<file path="config.mk">
export PLATFORM = sky130hd
export DESIGN_NAME = demux_stream_1n
export DESIGN_NICKNAME = d
export VERILOG_FILES = /design/src/rtl/demux_pkg.sv /design/src/rtl/demux_slot.sv /design/src/rtl/demux_stream_1n.sv
export SDC_FILE = /design/constraint.sdc
export NUM_CORES = 1
export LEC_CHECK = 0
export ABC_AREA = 1
export BUFFER_PORTS_ARGS = -buffer_cell sky130_fd_sc_hd__buf_2
export CELL_PAD_IN_SITES_DETAIL_PLACEMENT = 0
export CELL_PAD_IN_SITES_GLOBAL_PLACEMENT = 1
export CORE_AREA = 2 2 107 109
export CTS_CLUSTER_DIAMETER = 80
export DETAILED_ROUTE_END_ITERATION = 16
export DIE_AREA = 0 0 109 111
export PLACE_DENSITY_LB_ADDON = 0.15
export RECOVER_POWER = 25
export SYNTH_ARGS = -nofsm -noshare
export SYNTH_HDL_FRONTEND = slang
export SYNTH_HIERARCHICAL = 1
export SYNTH_SLANG_ARGS = --single-unit
</file>
<file path="constraint.sdc">
create_clock -name clk -period 2 [get_ports clk]
set_clock_uncertainty 0.15 [all_clocks]
set_input_delay 0.4 -clock clk [delete_from_list [all_inputs] [get_ports clk]]
set_output_delay 0.4 -clock clk [all_outputs]
set_load 0.02 [all_outputs]
</file>
<file path="src/rtl/demux_pkg.sv">
// Shared constants and helpers for the registered 1-to-N stream demultiplexer.
package demux_pkg;

   localparam int DROP_CNT_W = 16;
   localparam logic [DROP_CNT_W-1:0] DROP_CNT_MAX = '1;

   // Selector width for n channels; a 1-bit floor keeps n=2 (and degenerate n) legal.
   function automatic int sel_width(input int n);
      return (n <= 2) ? 1 : $clog2(n);
   endfunction

endpackage

</file>
<file path="src/rtl/demux_slot.sv">
// One-entry output register slot: holds a word until its consumer takes it.
module demux_slot #(
   parameter int WIDTH = 16
) (
   input  logic             clk,
   input  logic             reset,
   input  logic             wr_en,
   input  logic [WIDTH-1:0] wr_data,
   input  logic             rd_ready,
   output logic             valid,
   output logic [WIDTH-1:0] data,
   output logic             can_take
);

   // A full slot can still accept when its consumer drains it on the same edge.
   assign can_take = !valid || rd_ready;

   always_ff @(posedge clk or posedge reset) begin
      if (reset) begin
         valid <= 1'b0;
         data  <= '0;
      end else if (wr_en) begin
         valid <= 1'b1;
         data  <= wr_data;
      end else if (rd_ready) begin
         valid <= 1'b0;
      end
   end

endmodule

</file>
<file path="src/rtl/demux_stream_1n.sv">
// Registered 1-to-N stream demux with per-channel one-entry buffers, broadcast
// and out-of-range selector dropping with a saturating drop counter.
module demux_stream_1n
   import demux_pkg::*;
#(
   parameter int WIDTH = 16,
   parameter int N     = 4,
   parameter int SEL_W = sel_width(N)
) (
   input  logic                  clk,
   input  logic                  reset,
   input  logic [WIDTH-1:0]      in_data,
   input  logic [SEL_W-1:0]      in_sel,
   input  logic                  in_bcast,
   input  logic                  in_valid,
   output logic                  in_ready,
   output logic [N*WIDTH-1:0]    out_data,
   output logic [N-1:0]          out_valid,
   input  logic [N-1:0]          out_ready,
   output logic                  drop_pulse,
   output logic [DROP_CNT_W-1:0] drop_count
);

   // Handshake: a word moves on any rising edge where valid && ready are both 1.
   // in_ready never depends on in_valid; out_valid never depends on out_ready.

   localparam logic [SEL_W:0] N_EXT = (SEL_W + 1)'(N);

   logic [N-1:0] can_take;
   logic [N-1:0] sel_onehot;
   logic [N-1:0] wr_en;
   logic         in_range;
   logic         sel_take;
   logic         accept;
   logic         drop;

   assign in_range = ({1'b0, in_sel} < N_EXT);

   always_comb begin
      sel_onehot = '0;
      for (int i = 0; i < N; i++) begin
         if (in_sel == SEL_W'(i)) begin
            sel_onehot[i] = 1'b1;
         end
      end
   end

   assign sel_take = |(sel_onehot & can_take);

   // Broadcast waits for every slot so it is never partially written;
   // out-of-range words are always sunk.
   always_comb begin
      in_ready = 1'b1;
      if (in_bcast) begin
         in_ready = &can_take;
      end else if (in_range) begin
         in_ready = sel_take;
      end
   end

   assign accept = in_valid && in_ready;
   assign wr_en  = {N{accept}} & ({N{in_bcast}} | sel_onehot);
   assign drop   = accept && !in_bcast && !in_range;

   for (genvar g = 0; g < N; g++) begin : g_slot
      demux_slot #(
         .WIDTH(WIDTH)
      ) u_slot (
         .clk     (clk),
         .reset   (reset),
         .wr_en   (wr_en[g]),
         .wr_data (in_data),
         .rd_ready(out_ready[g]),
         .valid   (out_valid[g]),
         .data    (out_data[g*WIDTH +: WIDTH]),
         .can_take(can_take[g])
      );
   end

   always_ff @(posedge clk or posedge reset) begin
      if (reset) begin
         drop_pulse <= 1'b0;
         drop_count <= '0;
      end else begin
         drop_pulse <= drop;
         if (drop && (drop_count != DROP_CNT_MAX)) begin
            drop_count <= drop_count + DROP_CNT_W'(1);
         end
      end
   end

endmodule

</file>
# Yosys cells after proc, flatten, opt, wreduce, memory -nomap -nowiden
# Cells that the tools add are included.
dict set report word_totals {
  wordCells 43
  output_inout_bits 86
  ram_bits 0
  romBits 0
  latch_bits 0
  reg_bits 68
  mem_count 0
}
dict set report op_classes {
  n_mux 13
  reduce_logical 16
  eq_ne 3
  n_mul 0
  n_bitwise 3
  order_cmp 0
  div 0
  shifts 0
  add_sub_neg 0
}
# op n
set ops {}
lappend ops {{1-bit 2-to-1 mux} 13}
lappend ops {{4-bit bitwise AND} 2}
lappend ops {{2-bit nonzero test} 4}
lappend ops {{2-bit == test, second input constant} 2}
lappend ops {{1-bit zero test} 4}
lappend ops {{1-bit logical OR} 4}
lappend ops {{4-bit bitwise OR} 1}
lappend ops {{4-bit AND reduction} 1}
lappend ops {{4-bit OR reduction} 1}
lappend ops {{2-bit by 1-bit == test with 1-bit output, second input constant} 1}
lappend ops {{2-bit zero test} 1}
lappend ops {{1-bit logical AND} 1}

# Depth between registers and ports, before layout
dict set report depth {
  ltp_word 8
  ltp_mapped 13
  ltp_nobuf 11
}

# Cells and area by module
# Netlist, hierarchy kept.
# mod area_per_inst_um2 cells_per_inst seq_area_each_um2 instances
set by_module_without_submodules {}
lappend by_module_without_submodules {demux_slot 679.4 73 425.4 4}
lappend by_module_without_submodules {demux_stream_1n 266.5 43 0.0 1}

# Least setup slack after synthesis
# OpenSTA, ideal clock, no wires.
dict set report synth_timing {
  path_kind {reg2reg}
  from {register g_slot[1].u_slot.valid}
  to {register g_slot[0].u_slot.data[10]}
  arrival_ns 1.462
  path_buffers 2
  period_less_slack_ns 1.729
  setup_ns 0.117
  path_stages_with_launch 13
  path_slack_ns 0.271
  path_cell_list {dfrtp_1 > nand2_1 > nand2_1 > nor2_4 > nand3_2 > nand2_1 > nand3_2 > nor2_1 > buf_6 > inv_8 > buf_8 > nand2_1 > nand2_1}
}
dict set report synth_between {
  elab_chain_cells 7
  word_cells_on_any_way 8
}
# element line_no
set synth_lines {}
lappend synth_lines {{start, declared} demux_slot.sv:10} ;# output logic valid,
lappend synth_lines {{start signal, assigned} demux_slot.sv:20} ;# valid <= 1'b0;
lappend synth_lines {{start signal, assigned} demux_slot.sv:23} ;# valid <= 1'b1;
lappend synth_lines {{start signal, assigned} demux_slot.sv:26} ;# valid <= 1'b0;
lappend synth_lines {{1-bit zero test (*)} demux_slot.sv:16} ;# assign can_take = !valid || rd_ready;
lappend synth_lines {{1-bit logical OR (*)} demux_slot.sv:16}
lappend synth_lines {{named net can_take[1]} demux_stream_1n.sv:29} ;# logic [N-1:0] can_take;
lappend synth_lines {{4-bit bitwise AND} demux_stream_1n.sv:48} ;# assign sel_take = |(sel_onehot & can_take);
lappend synth_lines {{4-bit OR reduction} demux_stream_1n.sv:48}
lappend synth_lines {{1-bit 2-to-1 mux (*)} demux_stream_1n.sv:54} ;# if (in_bcast) begin
lappend synth_lines {{1-bit logical AND (*)} demux_stream_1n.sv:61} ;# assign accept = in_valid && in_ready;
lappend synth_lines {{4-bit bitwise AND (*)} demux_stream_1n.sv:62} ;# assign wr_en = {N{accept}} & ({N{in_bcast}} | sel_onehot);
lappend synth_lines {{named net wr_en[0]} demux_stream_1n.sv:31} ;# logic [N-1:0] wr_en;
lappend synth_lines {{end signal, assigned} demux_slot.sv:24} ;# data <= wr_data;
lappend synth_lines {{end, declared} demux_slot.sv:11} ;# output logic [WIDTH-1:0] data,
# Mark *: on every way through the listed nets, which the timed path passes. The rest lies on a longest branch.
# A chain may end at the register's enable or synchronous reset.

# Worst setup path in the final report
dict set report layout_timing {
  from {register g_slot[1].u_slot.valid}
  to {output port in_ready}
}
dict set report layout_between {
  elab_chain_cells 5
  word_cells_on_any_way 6
}
# element line_no
set layout_lines {}
lappend layout_lines {{1-bit zero test (*)} demux_slot.sv:16}
lappend layout_lines {{1-bit logical OR (*)} demux_slot.sv:16}
lappend layout_lines {{named net can_take[1]} demux_stream_1n.sv:29}
lappend layout_lines {{4-bit bitwise AND} demux_stream_1n.sv:48}
lappend layout_lines {{4-bit OR reduction} demux_stream_1n.sv:48}
lappend layout_lines {{1-bit 2-to-1 mux (*)} demux_stream_1n.sv:54}
lappend layout_lines {{end, declared} demux_stream_1n.sv:16} ;# output logic in_ready,
# Marked as above.

==> results.md <==
- Max Fclk: 525 MHz
- Clock network power share: 29.7%
- Critical Path RT: 1.45 ns
- Slew @ Worst Pin: 0.730 ns
- Critical Path Fanout Max: 3
- Post-synthesis sequential element count: 68
- Post-Syn Area per Cell: 8.91 sq um
- Switching Power: 1720 uW
- # clock sinks: 68
- Via-to-Cell Ratio: 4.01
- Vias in the first global route: 2,307
- P_leak: 0.00216 uW
- RSZ-0062 raised after global routing: false
- Area added between synthesis and finish: 26.2%
- Antenna diodes: 0
- Distinct cells, synth: 17
- Pwr dens: 1260 nW/um^2
- Routed Wire Length: 8020 um
- # port buffers: 94
- Internal power: 3010 uW
- Synth top cells by count: nand2_1 (192), dfrtp_1 (68), buf_4 (17)
- Slew margin rel.: 51.3%
- Fillers: 1,217
- Tot GR Track Use: 14.0%
- Gpl congestion: 0.814
- Starting DRT DRC Count: 115
- Most common cell in the synthesized netlist: nand2_1
- # H-tree levels: 3
- Layout cells sized above 1: 28.4%
- Fin. max-slew vios: 0
- Post-Syn Instances: 335
- Period utilization: 95.3%
- Pin count of the biggest net entering global routing: 18
- Number of synthesis warnings: 6
- CTS tree: built
- Leading area contributor after synthesis: dfrtp_1
- Switch share: 36.3%
- Worst VDD drop: 385 uV
- Core ar.: 11,100 sq um
- Seq pwr share: 40.8%
- Clock Tree Root: clkbuf_16
- Worst Setup End Kind: primary output
- Yosys top cell area share: 57.0%
- Die Wd: 109 um
- Clock-pin slew on the worst setup and hold paths: 0.05 ns
- HP Class: in2reg
- Top FF cell, synth: dfrtp_1
- Worst skew pair latency: 0.32 ns
- Status: finished clean
- Post-layout util: 34.0%
- Gr ovfl total: 0
- # setup viols final: 0
- CTS Buffer Depth: 2
- Vias: 2,337
- Gate power share: 29.5%
- Drt wl/cell: 13.8 um
- Initial antenna violation count: 0
- PnR Total Power: 4730 uW
- Final hold violations: 0
- Drt drc: 0
- CP startpoint kind: register
- Io pins: 112
- Full die area: 12,100 sq um
- Final TNS setup: 0 ns
- Final min period: 1.91 ns
- Starting density of the core: 26.9%
- Final worst setup slack: 0.0939 ns
- Final #Nets: 463
- CTS buffer count: 9
- Post-DP HPWL: 5930 um
- CP Data Arrival Time: 1.36 ns
- DR pass1 iterations: 5
- Dpl ws: 0.0787 ns
- Post-DRT Antenna Nets: 0
- Async SR Flop Fraction: 100%
- Die Y: 111 um
- Cell row count: 39
- Cell area after synthesis: 2980 sq um
- Worst Setup Path Type: reg2out
- Register area share after synthesis: 57.0%
- First-pass GRT wire length: 12,600 um
- Area contributors post-synth: dfrtp_1 (57%), nand2_1 (24%), buf_4 (4.3%), nand2_2 (2.7%), buf_8 (2.0%)
- Number of flops mapped to enable cells by yosys: 0
- Max_cap viols: 0
[layout by cell type (no fill, tap or decap)]
| master | n |
|---|---|
| buf_2 | 75 |
| clkbuf_1 | 20 |
| nand3_2 | 2 |
| nor2_1 | 4 |
| clkbuf_16 | 9 |
| dlygate4sd3_1 | 1 |
| buf_12 | 3 |
| inv_8 | 4 |
| nand2_1 | 187 |
| nand3_1 | 3 |
| nand2_2 | 18 |
| conb_1 | 17 |
| a21oi_1 | 3 |
| nor2_4 | 1 |
| inv_2 | 1 |
| clkbuf_8 | 1 |
| dfrtp_1 | 68 |
| nand4_2 | 1 |
| buf_4 | 5 |
| clkinv_2 | 3 |
| and2_4 | 1 |
| inv_1 | 12 |
| clkbuf_2 | 1 |
[what timing repair did]
action	in CTS	in global routing
setup buffers	0	0
pin swaps	0	1
gates resized for setup	2	6
endpoints found under the setup margin	1	1
hold buffers	1	0
endpoints found under the hold margin	23	0
cloned	0	0
[final cells by class]
| cell class | instances | area, sq um | share of cell area (%) |
|---|---|---|---|
| Inverter | 17 | 93.8 | 2.49 |
| Tap cell | 143 | 179 | 4.75 |
| Sequential cell | 68 | 1700 | 45.2 |
| Clock inverter | 3 | 15.0 | 0.399 |
| Timing Repair Buffer | 104 | 559 | 14.8 |
| Multi-Input combinational cell | 237 | 976 | 25.9 |
| Clock buffer | 11 | 243 | 6.44 |
[worst paths after layout]
path                                                 startpoint                                     to  slack (ns)  depth (start not counted)
setup / recovery             g_slot[1].u_slot/valid$_DFFE_PP0P_                               in_ready        0.09                          7
hold / removal                                       in_data[3]   g_slot[1].u_slot/data[3]$_DFFE_PP0P_        0.20                          3
setup reg to reg             g_slot[1].u_slot/valid$_DFFE_PP0P_  g_slot[1].u_slot/data[12]$_DFFE_PP0P_        0.25                         11
hold reg to reg            g_slot[0].u_slot/data[2]$_DFFE_PP0P_   g_slot[0].u_slot/data[2]$_DFFE_PP0P_        0.32                          2
max in group asynchronous                                 reset  g_slot[1].u_slot/data[13]$_DFFE_PP0P_        0.40                          4
min in group asynchronous                                 reset   g_slot[1].u_slot/data[5]$_DFFE_PP0P_        0.45                          3
[layer usage]
| metal | global-route usage, % | routed length, um |
|---|---|---|
| met4 | 4.62 | 75 |
| met1 | 19.3 | 3700 |
| met2 | 20.7 | 3720 |
| met5 | 0 | 0 |
| met3 | 4.35 | 520 |
[power by group through the flow]
stage	clock [uW]	combinational (uW)	sequential, uW
global route	1520	1540	1980
finish	1410	1400	1930
detailed placement	0	1440	1950
global placement	0	1430	1950
CTS	1460	1440	1930
floorplan	0	505	2370
[registers in the layout, summed over array words and instances (netlist names)]
signal	cells
g_slot.u_slot/data	64
g_slot.u_slot/valid	4
[critical path: stages (launching register included)]
cell	delay (ns)
dfrtp_1	0.38
nand2_2	0.10
nand2_2	0.07
nor2_4	0.07
nand3_2	0.06
nand2_2	0.08
and2_4	0.14
buf_4	0.13
[cell families (layout without fill, tap and decap cells)]
kind of cell    after synthesis  in the layout  synth area share, %
compound gates                3              3                0.503
buf+inv                      46            135                 12.8
simple gates                217            217                 29.6
flops                        68             68                 57.0
other cells                   1             17                0.126
[metrics by stage]
stage	hold slack, ns	instance area (sq um)	std cells
after floorplan	0.176	3040	351
after global placement	0.225	3510	568
after detailed placement	0.236	3510	568
after CTS	0.188	3780	583
after global routing	0.206	3770	583
final	0.197	3770	583
No activity file was read; power rests on OpenSTA's default activity.
